### src/rtl/sa_pkg.sv
// Shared constants, index types and the ACC_W->OUT_W saturation helpers for the
// systolic-array result drain.
package sa_pkg;

    localparam int SA_N  = 4;
    localparam int ACC_W = 20;
    localparam int OUT_W = 16;
    localparam int IDX_W = $clog2(SA_N);

    typedef logic [IDX_W-1:0]   row_idx_t;
    // Element index inside a tile: {row, col}, row-major.
    typedef logic [2*IDX_W-1:0] tile_idx_t;

    localparam row_idx_t  ROW_LAST  = row_idx_t'(SA_N - 1);
    localparam tile_idx_t TILE_LAST = '1;

    typedef enum logic {
        RD_IDLE,
        RD_STREAM
    } rd_state_e;

    // The value fits in OUT_W bits only if every bit above the OUT_W sign bit
    // matches that sign bit.
    function automatic logic sat_ovf(input logic [ACC_W-1:0] v);
        logic [ACC_W-OUT_W:0] top;
        top = v[ACC_W-1:OUT_W-1];
        return !((&top) || !(|top));
    endfunction

    function automatic logic [OUT_W-1:0] sat_clamp(input logic [ACC_W-1:0] v);
        if (!sat_ovf(v)) begin
            return v[OUT_W-1:0];
        end
        return v[ACC_W-1] ? {1'b1, {(OUT_W-1){1'b0}}} : {1'b0, {(OUT_W-1){1'b1}}};
    endfunction

endpackage

### src/rtl/sa_sat.sv
// Combinational signed clamp of one accumulator to the output width, with a
// flag telling whether the value had to be clamped.
module sa_sat
    import sa_pkg::*;
(
    input  logic [ACC_W-1:0] acc_i,
    output logic [OUT_W-1:0] data_o,
    output logic             ovf_o
);

    assign data_o = sat_clamp(acc_i);
    assign ovf_o  = sat_ovf(acc_i);

endmodule

### src/rtl/sa_result_drain.sv
// Captures PE result rows into a ping-pong tile buffer and streams each tile
// out one saturated element per beat, row-major, over valid/ready.
module sa_result_drain
    import sa_pkg::*;
(
    input  logic                  clk,
    input  logic                  rstn,
    input  logic                  in_valid,
    output logic                  in_ready,
    input  logic [SA_N*ACC_W-1:0] in_data,
    output logic                  out_valid,
    input  logic                  out_ready,
    output logic [OUT_W-1:0]      out_data,
    output logic [IDX_W-1:0]      out_row,
    output logic [IDX_W-1:0]      out_col,
    output logic                  out_last,
    output logic                  sat_seen,
    input  logic                  sat_clr
);

    logic [ACC_W-1:0] mem_q [2][SA_N][SA_N];
    logic [1:0]       full_q, full_d;
    logic             wr_sel_q, wr_sel_d;
    logic             rd_sel_q, rd_sel_d;
    row_idx_t         beat_q, beat_d;
    tile_idx_t        elem_q, elem_d;
    logic             in_ready_q, in_ready_d;
    logic             sat_seen_q, sat_seen_d;
    rd_state_e        state_q, state_d;

    logic             wr_fire, wr_done, rd_fire, rd_done;
    row_idx_t         wr_row;
    logic [OUT_W-1:0] sat_data;
    logic             sat_hit;

    assign wr_fire = in_valid && in_ready_q;
    assign wr_done = wr_fire && (beat_q == ROW_LAST);
    assign rd_fire = out_valid && out_ready;
    assign rd_done = rd_fire && (elem_q == TILE_LAST);
    // Bottom array row leaves the array first.
    assign wr_row  = ROW_LAST - beat_q;

    assign out_row = elem_q[2*IDX_W-1:IDX_W];
    assign out_col = elem_q[IDX_W-1:0];

    sa_sat u_sat (
        .acc_i  (mem_q[rd_sel_q][out_row][out_col]),
        .data_o (sat_data),
        .ovf_o  (sat_hit)
    );

    // NOTE: every output of a combinational block gets a default first, so no
    // path through the if-chain can leave a latch behind.
    always_comb begin
        full_d     = full_q;
        wr_sel_d   = wr_sel_q;
        rd_sel_d   = rd_sel_q;
        beat_d     = beat_q;
        elem_d     = elem_q;
        if (wr_fire) begin
            beat_d = wr_done ? '0 : beat_q + 1'b1;
        end
        if (wr_done) begin
            full_d[wr_sel_q] = 1'b1;
            wr_sel_d         = ~wr_sel_q;
        end
        if (rd_fire) begin
            elem_d = rd_done ? '0 : elem_q + 1'b1;
        end
        // The in_ready gate keeps the write bank and the read bank distinct.
        if (rd_done) begin
            full_d[rd_sel_q] = 1'b0;
            rd_sel_d         = ~rd_sel_q;
        end
        in_ready_d = !full_d[wr_sel_d];
        sat_seen_d = sat_clr ? 1'b0 : (sat_seen_q || (rd_fire && sat_hit));
    end

    // NOTE: sequential state uses non-blocking assignments only, so every flop
    // samples the pre-edge values regardless of block ordering.
    always_ff @(posedge clk or negedge rstn) begin
        if (!rstn) begin
            full_q     <= '0;
            wr_sel_q   <= 1'b0;
            rd_sel_q   <= 1'b0;
            beat_q     <= '0;
            elem_q     <= '0;
            in_ready_q <= 1'b1;
            sat_seen_q <= 1'b0;
        end else begin
            full_q     <= full_d;
            wr_sel_q   <= wr_sel_d;
            rd_sel_q   <= rd_sel_d;
            beat_q     <= beat_d;
            elem_q     <= elem_d;
            in_ready_q <= in_ready_d;
            sat_seen_q <= sat_seen_d;
        end
    end

    // NOTE: tile storage has no reset; the full flags decide whether its
    // contents are ever read.
    always_ff @(posedge clk) begin
        if (wr_fire) begin
            for (int j = 0; j < SA_N; j++) begin
                mem_q[wr_sel_q][wr_row][j] <= in_data[j*ACC_W +: ACC_W];
            end
        end
    end

    always_ff @(posedge clk or negedge rstn) begin
        if (!rstn) begin
            state_q <= RD_IDLE;
        end else begin
            state_q <= state_d;
        end
    end

    // Looking at full_d gives zero-bubble starts, including a tile whose last
    // beat lands in the same cycle.
    always_comb begin
        state_d = state_q;
        case (state_q)
            RD_IDLE:   if (full_d[rd_sel_q]) state_d = RD_STREAM;
            RD_STREAM: if (rd_done)          state_d = full_d[rd_sel_d] ? RD_STREAM : RD_IDLE;
            default:                         state_d = RD_IDLE;
        endcase
    end

    always_comb begin
        out_valid = (state_q == RD_STREAM);
        out_last  = out_valid && (elem_q == TILE_LAST);
        out_data  = out_valid ? sat_data : '0;
    end

    assign in_ready = in_ready_q;
    assign sat_seen = sat_seen_q;

endmodule

### config.mk
export PLATFORM = sky130hd
export DESIGN_NAME = sa_result_drain
export DESIGN_NICKNAME = d
export VERILOG_FILES = /design/src/rtl/sa_pkg.sv /design/src/rtl/sa_sat.sv /design/src/rtl/sa_result_drain.sv
export SDC_FILE = /design/constraint.sdc
export NUM_CORES = 1
export LEC_CHECK = 0
export ABC_AREA = 1
export CORE_MARGIN = 2
export CORE_UTILIZATION = 60
export DETAILED_ROUTE_END_ITERATION = 8
export PLACE_DENSITY = 0.76
export SLEW_MARGIN = 20
export SYNTH_ARGS = -nofsm -noshare
export SYNTH_HDL_FRONTEND = slang
export SYNTH_SLANG_ARGS = --single-unit
### constraint.sdc
create_clock -name clk -period 10.1 [get_ports clk]
set_input_delay 1.01 -clock clk [delete_from_list [all_inputs] [get_ports clk]]
set_output_delay 1.01 -clock clk [all_outputs]
set_load 0.01 [all_outputs]
==> results of run 1 <==
## power groups by stage
stage                     Combinational (W)  Sequential, W  Clock, W
final                               0.00342        0.00356   0.00229
after global routing                0.00371        0.00358   0.00240
after CTS                           0.00338        0.00355   0.00230
after detailed placement            0.00335        0.00361         0
after global placement              0.00325        0.00360         0
after floorplan                     0.00229        0.00353         0
## metal layers
layer  up-vias  track usage (%)  wire (um)  part of all wire (%)
met5         -                0         12                 0.017
met2      1173            49.50      34950                    48
met1      9630            40.61      27800                    38
met3       184            5.631       7365                    10
met4         2            11.70       2455                   3.4
li1       8843                -          -                     -
## cell type report
cell class	instances	area, um^2	share of cell area [%]
sequential	653	19560	62.39
multi-input combinational	1513	7395	23.59
clock buffer	68	1553	4.954
timing repair buffer	136	1335	4.260
tap	607	759.5	2.423
clock inverter	43	422.9	1.349
inverter	80	314.1	1.002
antenna	3	7.507	0.02395
## flip-flops by register name, summed over array words and instances (netlist names)
signal / count
wr_sel_q: 1
full_q: 2
sat_seen: 1
in_ready: 1
beat_q: 2
mem_q: 640
rd_sel_q: 1
elem_q: 4
out_valid: 1
## cells by family (layout without fill, tap and decap cells)
logic type               count (synthesis)  in the layout  synth area share, %
flip-flops                             653            653                69.75
AND/OR/NAND/NOR                        848            848                12.07
AO/OA/AOI/OAI                          656            656                13.63
XOR/XNOR                                 2              2              0.06253
buffers and inverters                  249            327                4.171
other                                    0              3                    0
adder cells (fa/ha/maj)                  7              7               0.3126
## critical path: stages, from the launching register on
cell,delay (ns)
dfrtp_4,0.73
inv_8,0.64
buf_4,0.92
buf_4,0.94
nand2_1,0.11
a22o_1,0.28
o211ai_1,0.16
nand2_1,0.08
o21ai_1,0.31
nor2_1,0.09
nor2_1,0.13
clkdlybuf4s50_1,0.56
## through the flow
| stage | total power [W] | worst slack [ns] | util (%) | area, um^2 |
|---|---|---|---|---|
| after CTS | 0.009227 | 3.291 | 67.52 | 31300 |
| after global routing | 0.009684 | 2.964 | 67.59 | 31330 |
| after global placement | 0.006846 | 4.096 | 63.20 | 29300 |
| after floorplan | 0.005821 | 4.709 | - | 28020 |
| final | 0.009267 | 3.242 | 67.61 | 31340 |
| after detailed placement | 0.006954 | 4.021 | 63.26 | 29330 |
## cells in the final DEF (no fill, tap or decap), drive strengths merged
master / instances
a21oi: 216
a22o: 16
a22oi: 58
a32o: 42
buf: 28
bufinv: 9
clkbuf: 68
clkdlybuf4s50: 108
clkinv: 35
clkinvlp: 1
dfrtp: 12
dfstp: 1
diode: 3
edfxtp: 640
ha: 7
inv: 78
nand2: 646
nand3: 156
nor2: 45
nor4: 1
o211ai: 44
o21ai: 277
o21bai: 1
o311ai: 2
xor2: 2
## how the worst max path moves through the flow
stage                        end  slack, ns  cells past startpoint
CTS                 out_data[13]       3.29                     15
finish               out_data[4]       3.24                     11
global placement    out_data[13]       4.10                     15
detailed placement  out_data[13]       4.02                     15
global route         out_data[6]       2.96                     12
floorplan            mem_q[0][0]       4.71                      5
==> reports/results.tsv, run 1 <==
stage	metric	value	unit
pwr	Clock Power Share	24.7	%
synthesis	area share of the largest cell type after synthesis	68.59	%
route	vias post-DR	19830	
route	final wirelength	72590	um
synthesis	net count after synthesis	2507	
route	Vias/cell	6.391	
min_path	worst hold endpoint	sat_seen	
synthesis	Post-Syn Area per Cell	11.60	um^2
die	row count	79	
route	DRC	0	
global_routing	global-route wire length before repair	109900	um
worst_setup_path	reg2reg end	sat_seen	
cells_and_area	Area Growth Syn to Fin	11.85	%
worst_setup_path	Worst setup SP type	register	
global_routing	largest net degree at the start of global routing	129	
timing	final setup fails	0	
route	Routed WL per cell	23.39	um
timing	hold slack	0.5156	ns
cells_and_area	layout cell share with drive strength beyond 1	5.415	%
synthesis	post-synth design cell area	0.02802	mm^2
clock_network	Root Buffer	clkbuf_16	
worst_setup_path	Critical Path Source	rd_sel_q	
timing	Max-slew headroom	24.05	%
placed_design	Inst Count DP	2988	
pwr	switching power	0.003455	W
worst_setup_path	FF-to-FF path depth	12	
clock_network	Post-CTS Setup Bufs	0	
pwr	leakage power total	11.07	nW
global_routing	initial antenna violation count	2	
clock_network	CTS Buf Count	60	
timing	Hold Vio Cnt, Final	0	
route	starting DRC count in detailed routing	2591	
worst_setup_path	CP Capture Type	output port	
timing	Tmin final	6.858	ns
die	# IOs	109	
clock_network	clk slew on worst S/H paths	0.06	ns
global_routing	total track usage	30.25	%
synthesis	yosys synthesis warning count	0	
global_routing	vias in the first global route	19540	
timing	Final TNS setup	0	ns
worst_setup_path	CP max FO	128	
timing	Worst Skew	0.01364	ns
synthesis	synth unique cells	30	
pwr	sw frac	37.28	%
outcome	status	completed	
synthesis	Post-synth EDFFs	640	
synthesis	Seq cells post-synth	653	
pwr	VDD IR max	292.4	uV
clock_network	clk buf depth	3	
worst_setup_path	worst path required time	9.09	ns
synthesis	Post-synth top flop	edfxtp_1	
synthesis	top cells by count, synth	nand2_1, edfxtp_1, o21ai_0	
worst_setup_path	kind of critical path	reg2out	
timing	Slew @ Worst Pin	1.139	ns
route	DRT antenna net count	0	
placed_design	detailed placement HPWL	39070	um
pwr	pwr dens	295.7	mW/mm^2
cells_and_area	final net count	2536	
clock_network	CTS tree	yes	
timing	RSZ-0062 raised after global routing	no	
clock_network	post-cts sizing count	0	
clock_network	htree depth	2	
placed_design	RePlAce Congestion	0.7968	
synthesis	Synth Instances	2415	
worst_setup_path	flop2flop setup slack	6.13	ns
worst_setup_path	crit path DAT	5.85	ns
synthesis	post-synthesis async set-or-reset flop share	1.991	%
global_routing	GRT overflow	0	
synthesis	dominant cell type by area after synthesis	edfxtp_1	
die	Die Ht	220.1	um
clock_network	worst skew pair latency	0.62	ns
job	# Max-Cap Violations	0	
timing	fin. max-slew vios	0	
timing	period utilization	67.90	%
clock_network	CTS Hold Buffers Added	0	
synthesis	ranking of synthesized cells by area	edfxtp_1, nand2_1, o21ai_0	
die	Die Width	220.1	um
route	DRT Pass-1 Iters	8	
pwr	sequential share of power	38.4	%
min_path	Hold Crit Class	reg2reg	
cells_and_area	Fill cells	3223	
timing	Max Clock Freq	0.1458	GHz
pwr	Gate power share	36.9	%
placed_design	port buffer count	108	
die	die area	0.04845	mm^2
die	core outline area	0.04636	mm^2
synthesis	count leader, synth	nand2_1	
die	Initial Util	60.44	%
pwr	Power Internal	0.005812	W
cells_and_area	final std cells w/o fill	3103	
min_path	hold_sp	sat_seen	
clock_network	CTS Sinks	653	
min_path	hold depth	2	
worst_setup_path	Crit Reg-Reg Startpoint	rd_sel_q	
synthesis	Seq/Total Area, Yosys	69.75	%
Power figures use the tool's default switching activity.
==> run 2: changes to the inputs <==
clock period = 6.55 ns   (was 10.1 ns; I/O delays follow)
==> reports/results.tsv, run 2 (synthesis gave the netlist of run 1 again) <==
stage	metric	value	unit	change
timing	hold slack	0.4611	ns	was 0.5156 ns
job	# Max-Cap Violations	0		unchanged
cells_and_area	layout cell share with drive strength beyond 1	5.413	%	was 5.415%
clock_network	Post-CTS Setup Bufs	0		unchanged
cells_and_area	Layout Utilization	67.84	%	was 67.61%
min_path	Hold Crit Class	in2async		was reg2reg
clock_network	htree depth	3		was 2
timing	RSZ-0062 raised after global routing	no		unchanged
worst_setup_path	kind of cell adding the most delay to the critical path	buffers and inverters		unchanged
die	Die Width	220.1	um	unchanged
placed_design	port buffer count	108		unchanged
route	final wirelength	73270	um	was 72590 um
route	vias post-DR	19810		was 19830
timing	fin worst setup slack	0.6657	ns	was 3.242 ns
die	core outline area	0.04636	mm^2	unchanged
outcome	status	completed		unchanged
route	DRT antenna net count	0		unchanged
pwr	VDD IR max	393.6	uV	was 292.4 uV
clock_network	clk buf depth	3		unchanged
global_routing	vias in the first global route	19770		was 19540
cells_and_area	Area Growth Syn to Fin	12.23	%	was 11.85%
timing	Tmin final	5.884	ns	
clock_network	CTS Sinks	653		unchanged
route	DRT Pass-1 Iters	5		was 8
worst_setup_path	Buf+Inv Stages, Crit Path	3		was 4
placed_design	DP Worst Slack	1.485	ns	was 4.021 ns
timing	Max-slew headroom	27.12	%	was 24.05%
cells_and_area	commonest cells after routing, fill and taps aside	nand2_1, edfxtp_1, o21ai_0, a21oi_1, nand3_1		unchanged
die	die area	0.04845	mm^2	unchanged
global_routing	GRT overflow	0		unchanged
worst_setup_path	kind of critical path	reg2out		unchanged
route	Routed WL per cell	23.61	um	was 23.39 um
clock_network	CTS Hold Buffers Added	0		unchanged
worst_setup_path	worst path required time	5.89	ns	was 9.09 ns
timing	Hold Vio Cnt, Final	0		unchanged
route	DRC	0		unchanged
global_routing	global-route wire length before repair	111100	um	was 109900 um
cells_and_area	Design Area, Final	0.03145	mm^2	was 0.03134 mm^2
placed_design	detailed placement HPWL	39180	um	was 39070 um
timing	Slew @ Worst Pin	1.093	ns	was 1.139 ns
die	# IOs	109		unchanged
pwr	leakage power total	11.11	nW	was 11.07 nW
worst_setup_path	crit-path cells	inv_8 > buf_4 > nand2_1 > a22o_1 > o211ai_1 > nand2_1 > o21ai_1 > nor2_1 > nor2_1 > clkdlybuf4s50_1		was inv_8 > buf_4 > buf_4 > nand2_1 > a22o_1 > o211ai_1 > nand2_1 > o21ai_1 > nor2_1 > nor2_1 > clkdlybuf4s50_1
die	Die Ht	220.1	um	unchanged
clock_network	clk slew on worst S/H paths	0.06	ns	about the same
worst_setup_path	flop2flop setup slack	3.23	ns	was 6.13 ns
worst_setup_path	Worst path slowest cell	inv_8		was buf_4
worst_setup_path	CP Capture Type	output port		unchanged
cells_and_area	max FFs per register	640		unchanged
timing	fin. max-slew vios	0		unchanged
cells_and_area	Most flops, register	mem_q		unchanged
route	Vias/cell	6.383		was 6.391
timing	Max Clock Freq	0.1699	GHz	
worst_setup_path	CP max FO	181		was 128
clock_network	post-cts sizing count	0		unchanged
timing	final setup fails	0		unchanged
die	Initial Util	60.44	%	unchanged
die	row count	79		unchanged
placed_design	DP Area	0.02935	mm^2	was 0.02933 mm^2
pwr	pwr dens	460.3	mW/mm^2	was 295.7 mW/mm^2
worst_setup_path	Worst setup SP type	register		unchanged
placed_design	RePlAce Congestion	0.7942		was 0.7968
timing	Final TNS setup	0	ns	unchanged
global_routing	largest net degree at the start of global routing	182		was 129
clock_network	worst skew pair latency	0.58	ns	was 0.62 ns
clock_network	Root Buffer	clkbuf_16		unchanged
worst_setup_path	crit path DAT	5.23	ns	was 5.85 ns
timing	Worst Skew	0.01469	ns	was 0.01364 ns
clock_network	CTS tree	yes		unchanged
cells_and_area	commonest non-fill, non-tap cell in the layout	nand2_1		unchanged
timing	period utilization	89.84	%	
clock_network	CTS Buf Count	68		was 60
cells_and_area	top flop regs	mem_q: 640 flops, elem_q: 4 flops		unchanged
global_routing	initial antenna violation count	2		unchanged
route	starting DRC count in detailed routing	2511		was 2591
cells_and_area	final net count	2546		was 2536
global_routing	total track usage	30.68	%	was 30.25%
worst_setup_path	worst stage delay on the critical path	0.89	ns	was 0.94 ns
run 2: routing by layer:
metal | routed length, um | part of all wire (%) | track usage, %
met4 | 2702 | 3.7 | 13.38
met2 | 34890 | 48 | 49.34
met5 | 18 | 0.025 | 0
met1 | 28230 | 39 | 41.63
met3 | 7426 | 10 | 5.300
run 2: worst register-to-register path: cells and delay by family, from the launching register on:
kind	cells	cell delay [ns]
and+or+nand+nor	3	0.91
DFF	1	0.53
buffers and inverters	3	1.48
run 2: area by class of cell:
type,instances,area [um^2]
Inverter,80,314.1
Antenna cell,2,5.005
Tap cell,607,759.5
Multi-Input combinational cell,1513,7395
Fill cell,3186,14910
Clock buffer,90,1891
Timing Repair Buffer,138,1335
Clock inverter,20,193.9
Sequential cell,653,19560
run 2: power by group:
part / internal [W] / switching (W)
Clock: 0.00217 / 0.00151
Sequential: 0.00523 / 0.000189
Combinational: 0.00170 / 0.00367
Total: 0.00911 / 0.00537
run 2: metrics by stage:
step / power (W) / std cells
final: 0.01447 / 3103
after global routing: 0.01513 / 3101
after CTS: 0.01441 / 3101
after detailed placement: 0.01074 / 2991
after global placement: 0.01057 / 2991
after floorplan: 0.008976 / 2415
run 2: path summary, 6_finish.rpt:
kind	start	cells after the start	endpoint
worst max-delay path	rd_sel_q	10	out_data[13]
worst min-delay path	rstn	1	beat_q[0]
worst max register to register	in_ready	6	mem_q[0][141]
worst min register to register	sat_seen	2	sat_seen
max in group asynchronous	rstn	1	rd_sel_q
min in group clk	sat_seen	2	sat_seen
